File: config.mk
export PLATFORM = sky130hd
export DESIGN_NAME = barcode_reader_flat
export DESIGN_NICKNAME = d
export VERILOG_FILES = /design/src/rtl/bc_pkg.sv /design/src/rtl/barcode_reader_if.sv /design/src/rtl/bc_sync_edge.sv /design/src/rtl/barcode_reader.sv /design/src/flat_wrapper.sv
export SDC_FILE = /design/constraint.sdc
export NUM_CORES = 1
export LEC_CHECK = 0
export CAP_MARGIN = 20
export CORE_MARGIN = 10
export CORE_UTILIZATION = 60
export CTS_CLUSTER_SIZE = 10
export DETAILED_ROUTE_END_ITERATION = 6
export GPL_TIMING_DRIVEN = 0
export PLACE_DENSITY_LB_ADDON = 0.12
export SYNTH_ARGS = -nofsm -noshare
export SYNTH_HDL_FRONTEND = slang
export SYNTH_HIERARCHICAL = 1
export SYNTH_SLANG_ARGS = --single-unit
File: constraint.sdc
create_clock -name clk -period 4.65 [get_ports clk]
set_input_delay 0.93 -clock clk [delete_from_list [all_inputs] [get_ports clk]]
set_output_delay 0.93 -clock clk [all_outputs]
set_load 0.05 [all_outputs]
File: src/rtl/bc_pkg.sv
// Shared types and constants for the station-ID barcode decoder.
// The FSM state encoding, frame width and timeout scaling live here.
`timescale 1ns/1ps
package bc_pkg;

  typedef enum logic [2:0] {
    IDLE,
    START,
    WAIT_FALL,
    SAMPLE,
    WAIT_HIGH,
    DONE
  } bc_state_t;

  localparam int ID_BITS       = 8;
  localparam int TIMEOUT_SHIFT = 2;

  // Station IDs occupy the low six bits; a frame with either top bit set is corrupt.
  function automatic logic id_frame_ok(input logic [ID_BITS-1:0] id);
    return (id[ID_BITS-1 -: 2] == 2'b00);
  endfunction

endpackage

File: src/rtl/barcode_reader_if.sv
// Barcode line, ID-consumption handshake and decoded ID between the
// barcode source / command-control side (master) and the decoder (slave).
`timescale 1ns/1ps
interface barcode_reader_if;
  import bc_pkg::*;

  logic               BC;
  logic               clr_ID_vld;
  logic [ID_BITS-1:0] ID;
  logic               ID_vld;
  logic               busy;

  modport master (
    output BC,
    output clr_ID_vld,
    input  ID,
    input  ID_vld,
    input  busy
  );

  modport slave (
    input  BC,
    input  clr_ID_vld,
    output ID,
    output ID_vld,
    output busy
  );

endinterface

File: src/rtl/bc_sync_edge.sv
// Two-flop synchroniser plus history flop for an idle-high serial line,
// producing the synchronised level and single-cycle rise/fall strobes.
`timescale 1ns/1ps
module bc_sync_edge (
  input  logic clk,
  input  logic rst_n,
  input  logic din,
  output logic cur,
  output logic rise,
  output logic fall
);

  logic sync_p0;
  logic sync_p1;
  logic hist_p2;

  // Reset to the idle-high level so leaving reset never looks like a fall.
  always_ff @(posedge clk or negedge rst_n) begin
    if (!rst_n) begin
      sync_p0 <= 1'b1;
      sync_p1 <= 1'b1;
      hist_p2 <= 1'b1;
    end else begin
      sync_p0 <= din;
      sync_p1 <= sync_p0;
      hist_p2 <= sync_p1;
    end
  end

  assign cur  = sync_p1;
  assign fall = hist_p2 & ~sync_p1;
  assign rise = ~hist_p2 & sync_p1;

endmodule

File: src/rtl/barcode_reader.sv
// Self-calibrating station-ID barcode decoder: the start-bit low width sets
// the sample point for each of the eight MSB-first data bits of the frame.
`timescale 1ns/1ps
module barcode_reader
  import bc_pkg::*;
#(
  parameter int CNT_W    = 22,
  parameter int MIN_HALF = 16
) (
  input  logic             clk,
  input  logic             rst_n,
  barcode_reader_if.slave  bc_if
);

  localparam logic [CNT_W-1:0] CNT_ONE    = CNT_W'(1);
  localparam logic [CNT_W-1:0] MIN_HALF_C = CNT_W'(MIN_HALF);
  localparam logic [3:0]       BIT_ONE    = 4'd1;
  localparam logic [3:0]       LAST_BIT   = 4'(ID_BITS - 1);

  logic                          cur;
  logic                          rise;
  logic                          fall;

  bc_state_t                     state;
  logic [CNT_W-1:0]              cnt;
  logic [CNT_W-1:0]              half;
  logic [ID_BITS-1:0]            shift;
  logic [3:0]                    bitcnt;
  logic [ID_BITS-1:0]            id_q;
  logic                          id_vld_q;

  logic [CNT_W+TIMEOUT_SHIFT-1:0] timeout;
  logic [CNT_W+TIMEOUT_SHIFT-1:0] cnt_ext;
  logic                           timed_out;

  function automatic logic [CNT_W-1:0] sat_inc(input logic [CNT_W-1:0] v);
    return (&v) ? v : (v + CNT_ONE);
  endfunction

  bc_sync_edge u_sync (
    .clk   (clk),
    .rst_n (rst_n),
    .din   (bc_if.BC),
    .cur   (cur),
    .rise  (rise),
    .fall  (fall)
  );

  // Timeout is computed wide so a large half-period cannot wrap; a pinned
  // counter also counts as expired so a huge timeout can never hang the FSM.
  assign timeout   = {{TIMEOUT_SHIFT{1'b0}}, half} << TIMEOUT_SHIFT;
  assign cnt_ext   = {{TIMEOUT_SHIFT{1'b0}}, cnt};
  assign timed_out = (cnt_ext >= timeout) || (&cnt);

  always_ff @(posedge clk or negedge rst_n) begin
    if (!rst_n) begin
      state    <= IDLE;
      cnt      <= '0;
      half     <= '0;
      shift    <= '0;
      bitcnt   <= '0;
      id_q     <= '0;
      id_vld_q <= 1'b0;
    end else begin
      // A set in DONE below overrides this clear when both land together.
      if (bc_if.clr_ID_vld) id_vld_q <= 1'b0;

      case (state)
        IDLE: begin
          if (fall) begin
            cnt    <= CNT_ONE;
            bitcnt <= '0;
            shift  <= '0;
            state  <= START;
          end
        end

        START: begin
          if (rise) begin
            half  <= cnt;
            cnt   <= '0;
            state <= (cnt < MIN_HALF_C) ? IDLE : WAIT_FALL;
          end else if (&cnt) begin
            state <= IDLE;
          end else begin
            cnt <= sat_inc(cnt);
          end
        end

        WAIT_FALL: begin
          if (fall) begin
            cnt   <= CNT_ONE;
            state <= SAMPLE;
          end else if (timed_out) begin
            state <= IDLE;
          end else begin
            cnt <= sat_inc(cnt);
          end
        end

        // Early rising edges are ignored; only the line level at cnt==half counts.
        SAMPLE: begin
          cnt <= sat_inc(cnt);
          if (cnt == half) begin
            shift  <= {shift[ID_BITS-2:0], cur};
            bitcnt <= bitcnt + BIT_ONE;
            state  <= (bitcnt == LAST_BIT) ? DONE : WAIT_HIGH;
          end
        end

        WAIT_HIGH: begin
          if (cur) begin
            cnt   <= '0;
            state <= WAIT_FALL;
          end else if (timed_out) begin
            state <= IDLE;
          end else begin
            cnt <= sat_inc(cnt);
          end
        end

        DONE: begin
          if (id_frame_ok(shift)) begin
            id_q     <= shift;
            id_vld_q <= 1'b1;
          end
          bitcnt <= '0;
          state  <= IDLE;
        end

        default: state <= IDLE;
      endcase
    end
  end

  assign bc_if.ID     = id_q;
  assign bc_if.ID_vld = id_vld_q;
  assign bc_if.busy   = (state != IDLE);

endmodule
File: src/flat_wrapper.sv
// flat-port wrapper written by rule: the top's interface ports become plain ports
module barcode_reader_flat import bc_pkg::*;
#(
  parameter int CNT_W    = 22,
  parameter int MIN_HALF = 16
)
  (clk, rst_n, bc_if_BC, bc_if_clr_ID_vld, bc_if_ID, bc_if_ID_vld, bc_if_busy);
  barcode_reader_if bc_if_i ();
  input  logic clk;
  input  logic rst_n;
  input wire logic [$bits(bc_if_i.BC)-1:0] bc_if_BC;
  input wire logic [$bits(bc_if_i.clr_ID_vld)-1:0] bc_if_clr_ID_vld;
  output wire logic [$bits(bc_if_i.ID)-1:0] bc_if_ID;
  output wire logic [$bits(bc_if_i.ID_vld)-1:0] bc_if_ID_vld;
  output wire logic [$bits(bc_if_i.busy)-1:0] bc_if_busy;
  assign bc_if_i.BC = bc_if_BC;
  assign bc_if_i.clr_ID_vld = bc_if_clr_ID_vld;
  assign bc_if_ID = bc_if_i.ID;
  assign bc_if_ID_vld = bc_if_i.ID_vld;
  assign bc_if_busy = bc_if_i.busy;
  barcode_reader #(.CNT_W(CNT_W), .MIN_HALF(MIN_HALF)) u_core (.clk(clk), .rst_n(rst_n), .bc_if(bc_if_i));
endmodule
==> impl_metrics.json <==
{
  "grt_pass1_vias": 3784,
  "syn2layout_area_growth_pct": 10.6,
  "regArea_sq_mm": 0.00178,
  "pin_count": 14,
  "synth_compound_area_share_pct": 20.5,
  "synthesis.area_sq_mm": 0.00442,
  "via_per_inst": 6.26,
  "port_buffers": 13,
  "synth_most_common_cell": "dfrtp_1",
  "tritoncts": "yes",
  "dieArea_sq_mm": 0.0112,
  "antennaDiodeCount": 0,
  "synth.distinct_cells": 65,
  "finalCritPeriodShare_pct": 65.4,
  "setup.worst_path.class": "flop to primary output",
  "period_minus_slack_ns": 3.04,
  "required_ns": 3.72,
  "htreeDepth": 3,
  "fin_skew_ns": 0.0100,
  "drv_slew": 0,
  "syn_area_per_cell_sq_um": 9.05,
  "r2r-start": "u_core/cnt[0]",
  "worstPathMaxFanout": 8,
  "synthXorXnorAreaFrac_pct": 4.36,
  "ys_ff_latch": 71,
  "synthMuxAreaShare_pct": 2.29,
  "vias": 3859,
  "fp.dieW_um": 106,
  "antenna_found_initial": 0,
  "dr.first_iter.drc_count": 410,
  "synth_flop_cell": "dfrtp_1",
  "cts_made_buffers": 9,
  "hold_path.startpoint": "u_core/u_sync/sync_p0",
  "ys_warn_count": 6,
  "row_count": 31,
  "critPathArrivalTime_ns": 2.11,
  "die_height_um": 106,
  "root_buffer": "clkbuf_8",
  "drc": 0,
  "synth_common_cells": "dfrtp_1, nand2_1, o21ai_0",
  "synth_top_area_cell": "dfrtp_1",
  "reg2reg_slack_ns": 1.80,
  "overflow": 0,
  "clock_sinks": 71,
  "rsz0062_at_grt": "false",
  "setup-tns-final_ns": 0,
  "cts_hold_buffers": 0,
  "hold_depth": 0,
  "fillers": 592,
  "wl_mm": 11.6,
  "leakage_nw": 2.17,
  "startpoint": "u_core/state[2]",
  "hp-class": "flop to flop",
  "finalSetupViolations": 0,
  "tightest_slew_ns": 0.882,
  "outcome": "finished, final reports clean",
  "post_cts_resized": 0,
  "track_usage_pct": 20.9,
  "slew-limit-headroom_pct": 41.2,
  "multi_input_area_sq_mm": 0.00235,
  "crit_path_end_kind": "primary output",
  "rr_worst_depth": 11,
  "synth_area_leaders": "dfrtp_1, ha_1, o21ai_0, nand2_1, xnor2_1",
  "cap_violations": 0,
  "fmaxAchievable_mhz": 329,
  "synth_fa_ha_area_share_pct": 6.51,
  "postCtsSetupRepairBufs": 0,
  "fin_area_sq_mm": 0.00489,
  "synth_simple_gate_area_share_pct": 19.6,
  "ys_async_sr_fraction_pct": 100,
  "start_kind": "flop",
  "synth_top_family_by_area": "compound AO/OA/AOI/OAI gates",
  "holdPathEnd": "u_core/u_sync/cur",
  "synth_cells": 488,
  "start_util_pct": 61.2,
  "ys_seq_area_share_pct": 40.3,
  "ir_drop_uv": 200,
  "hpwl_mm": 8.39,
  "synth_edf_count": 0,
  "power_per_cell_area_mw_per_mm2": 377,
  "grt_max_degree": 72,
  "layout.nets": 539,
  "drt-wirelength-per-cell_um": 18.8,
  "dr.pass1.iters": 5,
  "synth_nets": 515,
  "path_clk_slew_ns": 0.08,
  "yosysTopAreaCellShare_pct": 38.5,
  "clk_latency_ns": 0.35,
  "hold_ws_ns": 0.360,
  "rr_endpoint": "u_core/cnt[17]",
  "globalplace.congestion": 0.928,
  "hold_viol_final": 0,
  "antenna_left": 0,
  "grt_pass1_wl_mm": 19.0,
  "core_sq_mm": 0.00721,
  "clock_path_buffers": 2,
  "drive_above_1_share_pct": 13.3,
  "placed_area_sq_mm": 0.00467
}
-- kinds of logic after synthesis --
logic type	after synthesis
adders and majority gates	23
and+or+nand+nor	160
xor gates and xnor gates	22
buffers and inverters	63
muxes	9
AOI/OAI and AO/OA	140
DFF	71
-- report_power, final --
part | total, mW | switching [mW] | internal [mW] | leakage [nW]
Combinational | 0.628 | 0.426 | 0.202 | 1.08
Sequential | 0.680 | 0.0307 | 0.650 | 0.973
Clock | 0.533 | 0.240 | 0.293 | 0.109
Total | 1.84 | 0.697 | 1.14 | 2.17
-- sequential cells by signal, summed over array words and instances (netlist names) --
name	flops
u_core/u_sync/sync_p0	1
u_core/cnt	22
u_core/u_sync/cur	1
u_core/half	22
u_core/state	3
u_core/u_sync/hist_p2	1
u_core/bc_if.ID_vld	1
u_core/shift	8
u_core/bitcnt	4
u_core/bc_if.ID	8
-- worst max path at each step --
stage                         end  cells after the start  slack [ns]
2_1_floorplan      u_core/cnt[17]                      9        2.43
3_3_place_gp   u_core/bc_if.ID[6]                      1        0.32
3_5_place_dp       u_core/cnt[17]                     11        1.84
4_1_cts                bc_if_busy                      3        1.59
5_1_grt                bc_if_busy                      3        1.53
6_report               bc_if_busy                      3        1.61
-- cell type report --
cell class	instances	area share [%]
multi-input combinational	354	48.2
sequential	71	36.4
buffer	34	3.59
clock buffer	12	3.38
timing repair buffer	13	2.61
tap	99	2.54
inverter	29	2.23
clock inverter	4	1.05
-- through the flow --
stage               setup slack, ns  std cells  utilization (%)  total power, mW
global route                   1.53        616             67.7             1.93
floorplan                      2.43        488                -             1.12
finish                         1.61        616             67.7             1.84
CTS                            1.59        616             67.7             1.84
detailed placement             1.84        600             64.7             1.31
global placement              0.324        600             64.8             1.30
-- worst max-delay path, stage by stage (launching register included) --
cell and delay, ns:
dfrtp_1 0.36, clkbuf_1 0.17, or3_1 0.49, clkdlybuf4s50_1 0.75
-- cells in the final DEF (no fill, tap or decap), types with 6 or more instances in the layout --
cell type,n
a31oi_1,18
inv_1,28
mux2_2,9
clkbuf_8,12
buf_2,17
ha_1,23
o31ai_1,6
a22o_1,8
and2_1,12
clkbuf_1,12
dfrtp_1,68
nor3_1,12
o21ai_0,43
a21oi_1,22
nand3_1,11
nor4_1,6
clkdlybuf4s50_1,12
xnor2_1,18
nand4_1,15
nor2_1,18
nand2_1,52
-- metal layers --
layer  wire (um)  global-route usage [%]  vias to the layer above
met2        5740                    35.6                      156
met1        4880                    25.8                     1856
met4         281                    8.03                        0
met5           0                       0                        -
met3         649                    3.35                       27
li1            -                       -                     1820
Power figures use the tool's default switching activity.
